$ cat src/rtl/bank_rd_sched.sv
// Read scheduler for the four-bank RAM: FIFO-buffered requests issued as one-hot bank enables plus a latency-matched mux select.
// Optional issued-read counter `rd_count` is built when BANK_RD_SCHED_STATS_EN is defined.
module bank_rd_sched #(
  parameter int WORDSIZE   = 16,
  parameter int ADDRW      = 10,
  parameter int RD_LAT     = 1,
  parameter int FIFO_DEPTH = 4
) (
  input  logic                        clk,
  input  logic                        rst_n,
  input  logic                        req_valid,
  output logic                        req_ready,
  input  logic [ADDRW-1:0]            req_addr,
  input  logic                        wr_busy,
  output logic [3:0]                  bank_en,
  output logic [ADDRW-3:0]            bank_addr,
  output logic [3:0]                  sel,
  output logic [$clog2(FIFO_DEPTH):0] count,
  output logic                        busy
`ifdef BANK_RD_SCHED_STATS_EN
  ,
  output logic [15:0]                 rd_count
`endif
);

  // WORDSIZE only documents the downstream mux width; it folds to zero here.
  localparam int PTRW = $clog2(FIFO_DEPTH);
  localparam int CNTW = PTRW + 1 + 0 * WORDSIZE;

  logic [ADDRW-1:0] fifo_q [FIFO_DEPTH];
  logic [PTRW-1:0]  wr_ptr_q, wr_ptr_d;
  logic [PTRW-1:0]  rd_ptr_q, rd_ptr_d;
  logic [CNTW-1:0]  count_q, count_d;
  logic [3:0]       bank_en_q, bank_en_d;
  logic [ADDRW-3:0] bank_addr_q, bank_addr_d;
  logic [3:0]       sel_q [RD_LAT];
  logic [ADDRW-1:0] head;
  logic             push, pop, pipe_any;

  // Handshake: a request transfers at a rising edge where req_valid && req_ready;
  // req_ready depends only on registered occupancy, never on a same-edge pop.
  assign req_ready = (count_q != CNTW'(FIFO_DEPTH));
  assign push      = req_valid && req_ready;
  assign pop       = (count_q != '0) && !wr_busy;
  assign head      = fifo_q[rd_ptr_q];

  always_comb begin
    wr_ptr_d    = wr_ptr_q;
    rd_ptr_d    = rd_ptr_q;
    count_d     = count_q;
    bank_en_d   = '0;
    bank_addr_d = bank_addr_q;
    if (push) wr_ptr_d = wr_ptr_q + PTRW'(1);
    if (pop) begin
      rd_ptr_d    = rd_ptr_q + PTRW'(1);
      bank_en_d   = 4'b0001 << head[ADDRW-1:ADDRW-2];
      bank_addr_d = head[ADDRW-3:0];
    end
    case ({push, pop})
      2'b10:   count_d = count_q + CNTW'(1);
      2'b01:   count_d = count_q - CNTW'(1);
      default: count_d = count_q;
    endcase
  end

  always_ff @(posedge clk) begin
    if (push) fifo_q[wr_ptr_q] <= req_addr;
  end

  always_ff @(posedge clk or negedge rst_n) begin
    if (!rst_n) begin
      wr_ptr_q    <= '0;
      rd_ptr_q    <= '0;
      count_q     <= '0;
      bank_en_q   <= '0;
      bank_addr_q <= '0;
    end else begin
      wr_ptr_q    <= wr_ptr_d;
      rd_ptr_q    <= rd_ptr_d;
      count_q     <= count_d;
      bank_en_q   <= bank_en_d;
      bank_addr_q <= bank_addr_d;
    end
  end

  // Select delay line: stage RD_LAT-1 lines up with bank data arriving.
  always_ff @(posedge clk or negedge rst_n) begin
    if (!rst_n) begin
      for (int i = 0; i < RD_LAT; i++) sel_q[i] <= '0;
    end else begin
      sel_q[0] <= bank_en_q;
      for (int i = 1; i < RD_LAT; i++) sel_q[i] <= sel_q[i-1];
    end
  end

  always_comb begin
    pipe_any = 1'b0;
    for (int i = 0; i < RD_LAT; i++) pipe_any = pipe_any | (|sel_q[i]);
  end

  assign bank_en   = bank_en_q;
  assign bank_addr = bank_addr_q;
  assign sel       = sel_q[RD_LAT-1];
  assign count     = count_q;
  assign busy      = (count_q != '0) || (|bank_en_q) || pipe_any;

`ifdef BANK_RD_SCHED_STATS_EN
  logic [15:0] rd_count_q;

  always_ff @(posedge clk or negedge rst_n) begin
    if (!rst_n)   rd_count_q <= '0;
    else if (pop) rd_count_q <= rd_count_q + 16'd1;
  end

  assign rd_count = rd_count_q;
`endif

endmodule
$ cat config.mk
export PLATFORM = sky130hd
export DESIGN_NAME = bank_rd_sched
export DESIGN_NICKNAME = d
export VERILOG_FILES = /design/src/rtl/bank_rd_sched.sv
export SDC_FILE = /design/constraint.sdc
export NUM_CORES = 1
export LEC_CHECK = 0
export CAP_MARGIN = 20
export CORE_MARGIN = 5
export CORE_UTILIZATION = 48
export DETAILED_ROUTE_END_ITERATION = 16
export PLACE_DENSITY = 0.8
export REMOVE_ABC_BUFFERS = 1
export SETUP_SLACK_MARGIN = 0.4
export SLEW_MARGIN = 40
export SYNTH_ARGS = -nofsm -noshare
export SYNTH_HDL_FRONTEND = slang
export SYNTH_SLANG_ARGS = --single-unit
$ cat constraint.sdc
create_clock -name clk -period 2 [get_ports clk]
set_clock_uncertainty 0.05 [all_clocks]
set_input_delay 0.4 -clock clk [delete_from_list [all_inputs] [get_ports clk]]
set_output_delay 0.4 -clock clk [all_outputs]
set_load 0.01 [all_outputs]
# --- Yosys cells after proc, flatten, opt, wreduce, memory -nomap -nowiden ---
# Memories as Yosys holds them, arrays and structs flattened.
# Cells that the tools add are included.
op_classes:
  shifts: 1
  n_eq_ne: 3
  muxes: 4
  reduce_logical: 9
  add_sub_neg: 4
ops:
  columns: ["cell", "count"]
  rows:
  - ["OR reduction 4 bit", 2]
  - ["case mux 3 bit (2 select lines)", 1]
  - ["adder 2 x 1 -> 2 bit, second input constant", 2]
  - ["2-to-1 mux 4 bit", 1]
  - ["left shift 1 x 2 -> 4 bit, first input constant", 1]
  - ["adder 3 x 1 -> 3 bit, second input constant", 1]
  - ["!= test 3 bit, second input constant", 1]
  - ["nonzero test 3 bit", 1]
  - ["subtractor 3 x 1 -> 3 bit, second input constant", 1]
  - ["equality test 2 x 1 -> 1 bit, second input constant", 1]
  - ["equality test 2 bit, second input constant", 1]
  - ["logical AND 1 bit", 2]
  - ["logical OR 1 bit", 2]
  - ["2-to-1 mux 1 bit", 2]
  - ["nonzero test 2 bit", 1]
  - ["zero test 1 bit", 1]
word_totals:
  out_inout_bits: 21
  in_bits: 14
  mem_bits_rw: 40
  register_bits: 23
  mem_count: 1
  word_cells: 28
memory_table:
  columns: ["memory", "depth", "word_bits", "read_ports", "rd_ports_with_merged_regs", "wr", "line", "source"]
  rows:
  - ["fifo_q", 4, 10, 1, 0, 1, "30", "logic [ADDRW-1:0] fifo_q [FIFO_DEPTH];"]

# --- Depth between registers and ports, before layout ---
logic_depth:
  depth_word: 4
  ltp_mapped: 9
  mapped_depth_nobuf: 9

# --- Least setup slack after synthesis ---
# Ideal clock, no wire load.
synth_timing:
  path_type: "register -> register"
  start: "register count_q[0], in the netlist count[0]"
  end: "register count_q[2], in the netlist count[2]"
  path_stages_with_launch: 10
  required_time_ns: 1.871
  setup_slack_ns: -0.212
  setup_time_ns: 0.079
  arrival_ns: 2.083
  path_cell_list: "dfrtp_1 or3b_4 and2_4 inv_1 ha_1 inv_1 fa_1 xor2_1 nor2_1 xor2_1"
synth_via:
  elab_chain_cells: 4
synth_rtl:
  columns: ["item", "line", "source"]
  rows:
  - ["start, declared", "33", "logic [CNTW-1:0] count_q, count_d;"]
  - ["start signal, assigned", "80", "count_q <= count_d;"]
  - ["!= test 3 bit (*)", "42", "assign req_ready = (count_q != CNTW'(FIFO_DEPTH));"]
  - ["net req_ready", "12", "output logic req_ready,"]
  - ["logical AND 1 bit (*)", "43", "assign push = req_valid && req_ready;"]
  - ["equality test 2 x 1 -> 1 bit or equality test 2 bit (tied branches)", "59", "case ({push, pop})"]
  - ["case mux 3 bit (2 select lines) or nonzero test 2 bit (tied branches)", null, null]
# Mark *: on every way through the listed nets, which the timed path passes. The rest lies on a longest branch.
# A chain may end at the register's enable or synchronous reset.

# --- Worst setup path after layout ---
layout_timing:
  start: "register count_q[0], in the netlist count[0]"
  end: "register count_q[2], in the netlist count[2]"
layout_via:
  elab_chain_cells: 4
layout_rtl:
  columns: ["item", "line"]
  rows:
  - ["!= test 3 bit or nonzero test 3 bit (tied branches)", "42, 44"]
  - ["logical AND 1 bit, on equally long branches", "43, 44"]
  - ["equality test 2 x 1 -> 1 bit or equality test 2 bit (tied branches)", "59"]
  - ["case mux 3 bit (2 select lines) or nonzero test 2 bit (tied branches)", null]
# Parallel ways exist; a longest one is shown, timed or not.

==> flow_metrics.tcl <==
set metrics [dict create \
    maxCapViolations 0 \
    finalHoldViolCount 0 \
    synth_edf_count 40 \
    ys_seq_area_share_pct 72.4 \
    cts.path.max_buffers 2 \
    period_share_pct 105 \
    synth.distinct_cells 22 \
    drc 0 \
    slew_viol_final 0 \
    h-tree-depth 3 \
    syn_area_per_cell_um2 20.3 \
    wirelength_mm 4.72 \
    place_ws_ns -0.247 \
    failed_checks "negative setup slack" \
    path_cells "or3b_4 > and2_4 > inv_2 > ha_4 > inv_2 > fa_2 > xor2_2 > nor2_1 > xor2_1" \
    grt_start_max_net_pins 24 \
    power_frac_clock_pct 22.1 \
    setup_viol 2 \
    fp.dieArea_um2 6640 \
    worst_path_largest_cell_delay_ns 0.41 \
    yosys.area.top_type "edfxtp_1" \
    endpoint_kind "register" \
    outcome "complete, but fails checks" \
    multi_input_area_um2 724 \
    grt_pass1_vias 1529 \
    syn_area_um2 2450 \
    synth.most_common_cell "edfxtp_1" \
    timing.setup.tns_ns -0.195 \
    viasPerCell 4.97 \
    fin_area_um2 3430 \
    switching_share_pct 29.5 \
    critPathLaunchType "register" \
    clk_pin_slew_worst_paths_ns 0.07 \
    gp_congestion 0.673 \
    nNetsFinal 212 \
    fill_cells 330 \
    worst-setup-path-type "reg -> reg" \
    track_usage_pct 15.9 \
    synth_ff_type "edfxtp_1" \
    overflow 0 \
    worst_path_max_delay_cell "or3b_4" \
    wl_per_cell_um 17.7 \
    rsz0062_at_grt "yes" \
    internal_power_mw 3.72 \
    area_growth_syn_to_layout_pct 39.9 \
    ys_seq_elements 63 \
    cp.required_ns 2.20 \
    holdBufCountCts 0 \
    cts_buffers 9 \
    vias 1327 \
    die-width_um 81.5 \
    cpLargestDelayFamily "simple AND/OR/NAND/NOR gates" \
    synth_cells 121 \
    start_util_pct 48.7 \
    min-delay-path-class "reg -> reg" \
    cp_data_arrival_time_ns 2.30 \
    register_area_um2 1780 \
    setup_slack_ns -0.105 \
    drt_iter0_markers 62 \
    final_layout_size_suffix_gt1_share_pct 44.7 \
    max_freq_mhz 475 \
    cts_tree "built" \
    grt_pass1_wl_mm 7.42 \
    maxSlewHeadroom_pct 79.6 \
    clkLatencyLatePin_ns 0.33 \
    antenna_found_initial 0 \
    synth-async-reset-ratio_pct 36.5 \
    stdcell_count 267 \
    vdd_drop_max_v 0.000851 \
    power_frac_seq_pct 38.2 \
    antenna_cells 0 \
    place_inst 234 \
    placed_area_um2 2960 \
    period_needed_ns 2.11 \
    switchingPower_mw 1.55 \
    die_h_um 81.5 \
    rows 26 \
    p_per_area_nw_per_um2 1540 \
    port_buffers 34 \
    critPathMaxFanout 2 \
    synth.area.top_cells "edfxtp_1 49%, dfrtp_1 23%, mux4_2 9.2%" \
    final_antenna_net_count 0 \
    hpwl_mm 3.01 \
    coreArea_um2 5040 \
    tightest_slew_ns 0.304 \
    cp_common_cell "inv_2" \
    yosys.area.top_type_share_pct 48.9 \
    ys.warnings.count 0 \
    p_leak_nw 1.40 \
    cts_root_buffer "clkbuf_8" \
    pwr-share-comb_pct 39.7 \
    netlist_top_cells_count "40 x edfxtp_1, 23 x dfrtp_1, 10 x mux4_2" \
    dr.pass1.iters 4 \
    cp_num_buf_inv 2 \
    cts.sinks 63 \
    ios 35 \
]
## power groups by stage
stage / Sequential (mW) / Clock [mW] / Combinational, mW
6_report: 2.02 / 1.17 / 2.09
3_3_place_gp: 2.02 / 0 / 1.64
5_1_grt: 2.06 / 1.26 / 2.24
3_5_place_dp: 2.05 / 0 / 1.74
2_1_floorplan: 2.12 / 0 / 0.833
4_1_cts: 2.01 / 1.20 / 1.91
## cell usage in the layout (no fill, tap or decap), types with 2 or more instances in the layout
| cell | n |
|---|---|
| dfrtp_2 | 2 |
| clkinv_2 | 3 |
| mux4_2 | 10 |
| clkbuf_8 | 9 |
| nor4_1 | 2 |
| inv_2 | 2 |
| buf_6 | 16 |
| xor2_1 | 3 |
| inv_1 | 4 |
| and3_4 | 4 |
| mux2_4 | 9 |
| clkdlybuf4s50_1 | 13 |
| bufinv_16 | 2 |
| edfxtp_1 | 40 |
| buf_4 | 15 |
| dfrtp_1 | 21 |
| nor4b_2 | 2 |
| dlygate4sd2_1 | 16 |
| ha_1 | 4 |
## stage by stage
| stage | total power, mW | utilization, % | hold slack [ns] |
|---|---|---|---|
| 2_1_floorplan | 2.96 | - | 0.0544 |
| 3_3_place_gp | 3.66 | 58.7 | 0.334 |
| 3_5_place_dp | 3.80 | 58.7 | 0.348 |
| 4_1_cts | 5.12 | 65.7 | 0.360 |
| 5_1_grt | 5.56 | 68.1 | 0.388 |
| 6_report | 5.27 | 68.1 | 0.355 |
## cells by family after synthesis
logic type / share of synthesized area [%]
flops: 72.4
buf+inv: 2.04
fa+ha+maj: 3.36
simple gates: 5.00
mux: 15.1
xor+xnor: 2.14
## registers in the layout, indices dropped and copies added, names as in the netlist
register   cells
wr_ptr_q       2
sel            4
rd_ptr_q       2
count          3
fifo_q        40
bank_addr      8
bank_en        4
## path summary, 6_finish.rpt
kind / startpoint / end / slack, ns / cells after the start
min in group asynchronous: rst_n / rd_ptr_q[0] / 0.38 / 2
max in group asynchronous: rst_n / rd_ptr_q[1] / 1.27 / 2
hold reg to reg: bank_en[2] / sel[2] / 0.36 / 0
hold / removal: bank_en[2] / sel[2] / 0.36 / 0
setup / recovery: count[0] / count[2] / -0.11 / 9
setup reg to reg: count[0] / count[2] / -0.11 / 9
## worst reg2reg max path: stages (launching register included)
cell and delay (ns):
dfrtp_1 0.39, or3b_4 0.41, and2_4 0.16, inv_2 0.06, ha_4 0.12, inv_2 0.03
fa_2 0.34, xor2_2 0.16, nor2_1 0.13, xor2_1 0.18
## metal layers
layer	global-route usage [%]	part of all wire (%)
met4	8.78	1.6
met3	3.84	4.6
met5	0	0
met2	27.9	57
met1	17.5	37
## final cells by class
type | count | area share, %
well taps | 70 | 2.55
clock buffers | 10 | 3.72
flip-flops and latches | 63 | 51.8
repair buffers | 63 | 17.7
inverters | 6 | 0.656
clock inverters | 6 | 2.44
multi-input cells | 49 | 21.1
## repair_timing
action                     in CTS  in global routing
setup endpoints to repair      39                 61
buffers inserted                9                  7
resized for setup              58                 17
pin swaps                      13                  7
gates cloned                    1                  0
(Power assumes the default switching activity.)
